<file path="config.mk">
export PLATFORM = sky130hd
export DESIGN_NAME = seg_scan_ctrl_flat
export DESIGN_NICKNAME = d
export VERILOG_FILES = /design/src/rtl/seg_scan_ctrl_if.sv /design/src/rtl/seg_scan_ctrl.sv /design/src/flat_wrapper.sv
export SDC_FILE = /design/constraint.sdc
export NUM_CORES = 1
export LEC_CHECK = 0
export ABC_CLOCK_PERIOD_IN_PS = 2300
export CAP_MARGIN = 20
export CORE_MARGIN = 5
export CORE_UTILIZATION = 55
export DETAILED_ROUTE_END_ITERATION = 8
export GPL_TIMING_DRIVEN = 1
export PLACE_DENSITY = 0.88
export RECOVER_POWER = 50
export SLEW_MARGIN = 20
export SYNTH_ARGS = -nofsm -noshare
export SYNTH_HDL_FRONTEND = slang
export SYNTH_SLANG_ARGS = --single-unit
</file>
<file path="constraint.sdc">
create_clock -name clock_i -period 2.3 [get_ports clock_i]
set_input_delay 0.575 -clock clock_i [delete_from_list [all_inputs] [get_ports clock_i]]
set_output_delay 0.575 -clock clock_i [all_outputs]
set_load 0.02 [all_outputs]
</file>
<file path="src/rtl/seg_scan_ctrl_if.sv">
// Write port of the seven-segment scan controller: value and digit-mask writes.
// The CPU side (master) drives it. The scan controller (slave) samples it on every clock.
interface seg_scan_ctrl_if;
    logic        val_wr;
    logic [3:0]  val_strb;
    logic [31:0] wr_data;
    logic        mask_wr;

    modport master (output val_wr, val_strb, wr_data, mask_wr);
    modport slave  (input  val_wr, val_strb, wr_data, mask_wr);
endinterface

</file>
<file path="src/rtl/seg_scan_ctrl.sv">
// Seven-segment scan controller.
// Steps through NDIGIT digits and keeps each one selected for DIV cycles.
// For the selected digit it drives the nibble and enable to a shared hex decoder,
// together with an active-low one-hot digit select.
// CPU writes land in value/mask registers. They are copied into shadow registers
// only at frame wrap, and in the first cycle after reset, so a frame never tears.
// Optional build macro SEG_SCAN_LZ_BLANK_EN: blanks leading zero digits, except digit 0.
module seg_scan_ctrl #(
    parameter int NDIGIT = 8,
    parameter int DIV    = 1000,
    parameter int DIV_W  = $clog2(DIV)
) (
    input  logic              clock_i,
    input  logic              reset_i,
    seg_scan_ctrl_if.slave    wr_if,
    output logic [3:0]        bcd_o,
    output logic              en_o,
    output logic [NDIGIT-1:0] digit_sel_o,
    output logic              frame_start_o
);
    localparam int IDX_W = (NDIGIT > 1) ? $clog2(NDIGIT) : 1;
    localparam logic [DIV_W-1:0] CNT_LAST = DIV_W'(DIV - 1);
    localparam logic [IDX_W-1:0] IDX_LAST = IDX_W'(NDIGIT - 1);

    logic [DIV_W-1:0]  cnt_q, cnt_d;
    logic [IDX_W-1:0]  idx_q, idx_d;
    logic [31:0]       value_q, value_d;
    logic [NDIGIT-1:0] mask_q, mask_d;
    logic [31:0]       shadow_val_q, shadow_val_d;
    logic [NDIGIT-1:0] shadow_mask_q, shadow_mask_d;
    logic              first_q;
    logic              wrap_q, wrap_d;
    logic [3:0]        bcd_q, bcd_d;
    logic              en_q, en_d;
    logic [NDIGIT-1:0] sel_q, sel_d;
    logic              fs_q, fs_d;
    logic              tick;
    logic [NDIGIT-1:0] lz_blank;
`ifdef SEG_SCAN_LZ_BLANK_EN
    logic              lz_seen;
`endif

    assign tick = (cnt_q == CNT_LAST);

    // State register: sync reset aborts the scan and clears everything.
    // first_q is left set by reset so that the shadows load on the first cycle out of reset.
    always_ff @(posedge clock_i) begin
        if (reset_i) begin
            cnt_q         <= '0;
            idx_q         <= '0;
            value_q       <= '0;
            mask_q        <= '0;
            shadow_val_q  <= '0;
            shadow_mask_q <= '0;
            first_q       <= 1'b1;
            wrap_q        <= 1'b0;
            bcd_q         <= '0;
            en_q          <= 1'b0;
            sel_q         <= '1;
            fs_q          <= 1'b0;
        end else begin
            cnt_q         <= cnt_d;
            idx_q         <= idx_d;
            value_q       <= value_d;
            mask_q        <= mask_d;
            shadow_val_q  <= shadow_val_d;
            shadow_mask_q <= shadow_mask_d;
            first_q       <= 1'b0;
            wrap_q        <= wrap_d;
            bcd_q         <= bcd_d;
            en_q          <= en_d;
            sel_q         <= sel_d;
            fs_q          <= fs_d;
        end
    end

    // Next state: prescaler, digit index, byte-masked writes, and the shadow load.
    // The shadow load takes the merged value, so a write on the wrap cycle is not lost.
    always_comb begin
        cnt_d = tick ? '0 : cnt_q + DIV_W'(1);
        idx_d = idx_q;
        if (tick) begin
            idx_d = (idx_q == IDX_LAST) ? '0 : idx_q + IDX_W'(1);
        end
        value_d = value_q;
        for (int k = 0; k < 4; k++) begin
            if (wr_if.val_wr && wr_if.val_strb[k]) begin
                value_d[8*k +: 8] = wr_if.wr_data[8*k +: 8];
            end
        end
        mask_d        = wr_if.mask_wr ? wr_if.wr_data[NDIGIT-1:0] : mask_q;
        wrap_d        = tick && (idx_q == IDX_LAST);
        shadow_val_d  = shadow_val_q;
        shadow_mask_d = shadow_mask_q;
        if (wrap_d || first_q) begin
            shadow_val_d  = value_d;
            shadow_mask_d = mask_d;
        end
    end

    // Output decode: registered outputs follow idx one cycle later.
    // frame_start fires in the cycle when digit 0 comes back.
    always_comb begin
        lz_blank = '0;
`ifdef SEG_SCAN_LZ_BLANK_EN
        lz_seen = 1'b0;
        for (int i = NDIGIT - 1; i >= 1; i--) begin
            lz_seen     = lz_seen | (shadow_val_q[4*i +: 4] != 4'h0);
            lz_blank[i] = ~lz_seen;
        end
`endif
        bcd_d = shadow_val_q[4*idx_q +: 4];
        en_d  = shadow_mask_q[idx_q] & ~lz_blank[idx_q];
        sel_d = ~(NDIGIT'(1) << idx_q);
        fs_d  = first_q | wrap_q;
    end

    assign bcd_o         = bcd_q;
    assign en_o          = en_q;
    assign digit_sel_o   = sel_q;
    assign frame_start_o = fs_q;
endmodule

</file>
<file path="src/flat_wrapper.sv">
// flat-port wrapper written by rule: the top's interface ports become plain ports
module seg_scan_ctrl_flat 
#(
    parameter int NDIGIT = 8,
    parameter int DIV    = 1000,
    parameter int DIV_W  = $clog2(DIV)
)
  (clock_i, reset_i, bcd_o, en_o, digit_sel_o, frame_start_o, wr_if_val_wr, wr_if_val_strb, wr_if_wr_data, wr_if_mask_wr);
  seg_scan_ctrl_if wr_if_i ();
  input  logic clock_i;
  input  logic reset_i;
  output logic [3:0] bcd_o;
  output logic en_o;
  output logic [NDIGIT-1:0] digit_sel_o;
  output logic frame_start_o;
  input wire logic [$bits(wr_if_i.val_wr)-1:0] wr_if_val_wr;
  input wire logic [$bits(wr_if_i.val_strb)-1:0] wr_if_val_strb;
  input wire logic [$bits(wr_if_i.wr_data)-1:0] wr_if_wr_data;
  input wire logic [$bits(wr_if_i.mask_wr)-1:0] wr_if_mask_wr;
  assign wr_if_i.val_wr = wr_if_val_wr;
  assign wr_if_i.val_strb = wr_if_val_strb;
  assign wr_if_i.wr_data = wr_if_wr_data;
  assign wr_if_i.mask_wr = wr_if_mask_wr;
  seg_scan_ctrl #(.NDIGIT(NDIGIT), .DIV(DIV), .DIV_W(DIV_W)) u_core (.clock_i(clock_i), .reset_i(reset_i), .wr_if(wr_if_i), .bcd_o(bcd_o), .en_o(en_o), .digit_sel_o(digit_sel_o), .frame_start_o(frame_start_o));
endmodule
</file>
==> impl_metrics.csv <==
group,metric,value,unit
status,status,"finished, final reports clean",
sta,setup_slack,0.3289,ns
global_route,grt_antenna_before_repair,0,
finish,drive_gt1_share,8.589,%
route,totalWireLength,9.142,mm
global_route,track_usage,19.08,%
global_route,grt-ovfl-total,0,
finish,final_cell_mix,"dfxtp_1, nand2_1, clkdlybuf4s50_1, a21oi_1, nand3_1",
floorplan,rows,32,
clocking,cts_buffers,9,
critical_path,crit_arrival,2.24,ns
sta,skew,0.006945,ns
synth,synth_cells,440,
critical_path,crit_required,2.57,ns
sta,slew_viol_final,0,
sta,worst_hold_slack,0.4681,ns
floorplan,ioPinCount,54,
global_route,grt_pass1_wl,14.52,mm
power_and_ir_drop,powerDensity,700.6,mW/mm²
place,dp_slack,0.2714,ns
finish,layout.nets,531,
clocking,hold_buffers,0,
flow_run,maxCapViolCount,0,
power_and_ir_drop,switching_power,0.8236,mW
route,routed-via-count,3249,
sta,tightest_slew,1.064,ns
finish,syn_to_final_growth,18.64,%
clocking,cts_tree,"built",
synth,syn_avg_cell_area,9.720,µm²
clocking,cts_sinks,109,
place,placed_cell_area,0.004875,mm²
sta,rsz0062_at_grt,"no",
global_route,grt_pass1_vias,3086,
place,dp_hpwl,6.232,mm
synth,ys_seq_elements,109,
synth,ys_warn_count,0,
power_and_ir_drop,p_seq_share,56.3,%
power_and_ir_drop,comb_power_share,8.6,%
floorplan,die_area,0.009639,mm²
finish,regArea,0.002182,mm²
clocking,ctsResizeCount,0,
clocking,htreeDepth,3,
clocking,cts-root-buf,"clkbuf_8",
place,numPortBuffers,53,
sta,slew_headroom,29.08,%
sta,setup_tns,0,ns
sta,period_needed,1.971,ns
route,drtIter0Drc,188,
critical_path,endpoint_kind,"flop",
finish,nFillCells,573,
global_route,grt_max_degree,105,
finish,diodes,0,
floorplan,fp.dieW,98.18,µm
floorplan,coreArea,0.007647,mm²
synth,yosysUniqueCellTypes,32,
synth,yosys.area.top_type,"dfxtp_1",
clocking,clk_pin_slew,0.09,ns
power_and_ir_drop,swShare,23.17,%
route,routedWlPerCell,15.47,µm
power_and_ir_drop,ir_worst_vdd,0.0003852,V
critical_path,critical_path_class,"reg2reg",
clocking,cts_setup_buffers,0,
synth,synth_area_leaders,"dfxtp_1, nor3b_1, a21o_1",
synth,synthesis.area,0.004277,mm²
clocking,clk-insertion-delay-late,0.37,ns
route,ant_nets,0,
critical_path,start_kind,"flop",
finish,multi_input_area,0.001909,mm²
sta,timing.final.hold_violations,0,
synth,synth_top_area_share,51.02,%
sta,setup_violations,0,
finish,postLayoutCellArea,0.005074,mm²
power_and_ir_drop,clkPwrFrac,35.1,%
power_and_ir_drop,p_leak,2.048,nW
finish,final_common_cell,"dfxtp_1",
floorplan,initial_core_util,55.92,%
floorplan,fp.dieH,98.18,µm
critical_path,crit_fanout,80,
sta,max_freq,0.5073,GHz
sta,finalCritPeriodShare,85.70,%
synth,seq_area_frac_synth,51.02,%
power_and_ir_drop,internal-power,2.731,mW
route,drc,0,
place,gp_congestion,0.7886,
synth,syn-num-nets,487,
hold_path,hp-class,"reg2reg",
clocking,cts.path.max_buffers,2,
route,vias_per_cell,5.497,
route,drt-pass1-iter-count,4,
final cells by class:
type / instances / area share, %
Inverter: 6 / 0.4439
Multi-Input combinational cell: 294 / 37.63
Timing Repair Buffer: 64 / 12.18
Sequential cell: 109 / 43.01
Tap cell: 102 / 2.515
Clock inverter: 6 / 1.702
Clock buffer: 10 / 2.515
power groups by stage:
stage,clock network (mW),registers [mW],logic [mW]
final,1.25,2.00,0.307
after global routing,1.33,2.01,0.336
after CTS,1.26,2.00,0.310
after detailed placement,0,2.05,0.308
after global placement,0,2.04,0.298
after floorplan,0,2.04,0.187
stage by stage:
step / power (mW) / std cells / utilization, %
finish: 3.555 / 591 / 66.34
global route: 3.673 / 591 / 66.34
CTS: 3.570 / 591 / 66.54
detailed placement: 2.353 / 575 / 63.74
global placement: 2.337 / 575 / 63.74
floorplan: 2.225 / 440 / -
sequential cells by signal (all words and copies together) (netlist names):
register,cells
u_core.bcd_o,4
u_core.cnt_q,10
u_core.digit_sel_o,8
u_core.en_o,1
u_core.first_q,1
u_core.frame_start_o,1
u_core.idx_q,3
u_core.mask_q,8
u_core.shadow_mask_q,8
u_core.shadow_val_q,32
u_core.value_q,32
u_core.wrap_q,1
cell usage after synthesis:
| library cell | n |
|---|---|
| buf_4 | 4 |
| inv_1 | 6 |
| ha_1 | 7 |
| a21o_1 | 32 |
| o211ai_1 | 2 |
| nor3_1 | 5 |
| mux2i_1 | 10 |
| a21oi_1 | 41 |
| or2_1 | 1 |
| buf_2 | 1 |
| nand2b_1 | 11 |
| xor2_1 | 2 |
| nand4_1 | 1 |
| nor3_2 | 1 |
| a211oi_1 | 2 |
| or2_2 | 1 |
| buf_6 | 4 |
| nor3b_1 | 33 |
| nor4_1 | 1 |
| nand2_1 | 63 |
| a31oi_1 | 2 |
| clkbuf_1 | 21 |
| nor2_1 | 19 |
| nand3_1 | 37 |
| buf_1 | 1 |
| mux4_2 | 10 |
| or3b_2 | 1 |
| nand4bb_4 | 1 |
| o21ai_0 | 8 |
| o41ai_4 | 1 |
| xnor2_1 | 2 |
| dfxtp_1 | 109 |
kinds of logic (layout without fill, tap and decap cells):
| group | after synthesis | in the layout | synth area share [%] |
|---|---|---|---|
| adder cells (fa/ha/maj) | 7 | 7 | 2.048 |
| buffers and inverters | 37 | 86 | 4.330 |
| XOR/XNOR | 4 | 4 | 0.8193 |
| flip-flops | 109 | 109 | 51.02 |
| AO/OA/AOI/OAI | 88 | 88 | 12.99 |
| AND/OR/NAND/NOR | 175 | 175 | 21.18 |
| multiplexers | 20 | 20 | 7.607 |
critical path, cell delays in order (launching register included):
cell and delay, ns:
dfxtp_1 0.36, ha_1 0.18, ha_1 0.20, inv_1 0.08
o41ai_4 0.39, buf_12 0.32, nor3b_1 0.11, a21o_1 0.21
layer usage:
layer / global-route usage (%) / vias to the layer above / part of all wire [%]
li1: - / 1612 / -
met4: 9.349 / 0 / 2.5
met2: 32.62 / 82 / 51
met1: 23.02 / 1536 / 42
met3: 3.643 / 19 / 4.6
met5: 0 / - / 0
final timing paths:
kind / from / endpoint / slack, ns / depth (start not counted)
setup reg to reg: u_core.idx_q[1] / u_core.shadow_val_q[13] / 0.33 / 7
hold / removal: u_core.value_q[8] / u_core.value_q[8] / 0.47 / 2
setup / recovery: u_core.idx_q[1] / u_core.shadow_val_q[13] / 0.33 / 7
hold reg to reg: u_core.value_q[8] / u_core.value_q[8] / 0.47 / 2
(Power assumes the default switching activity.)
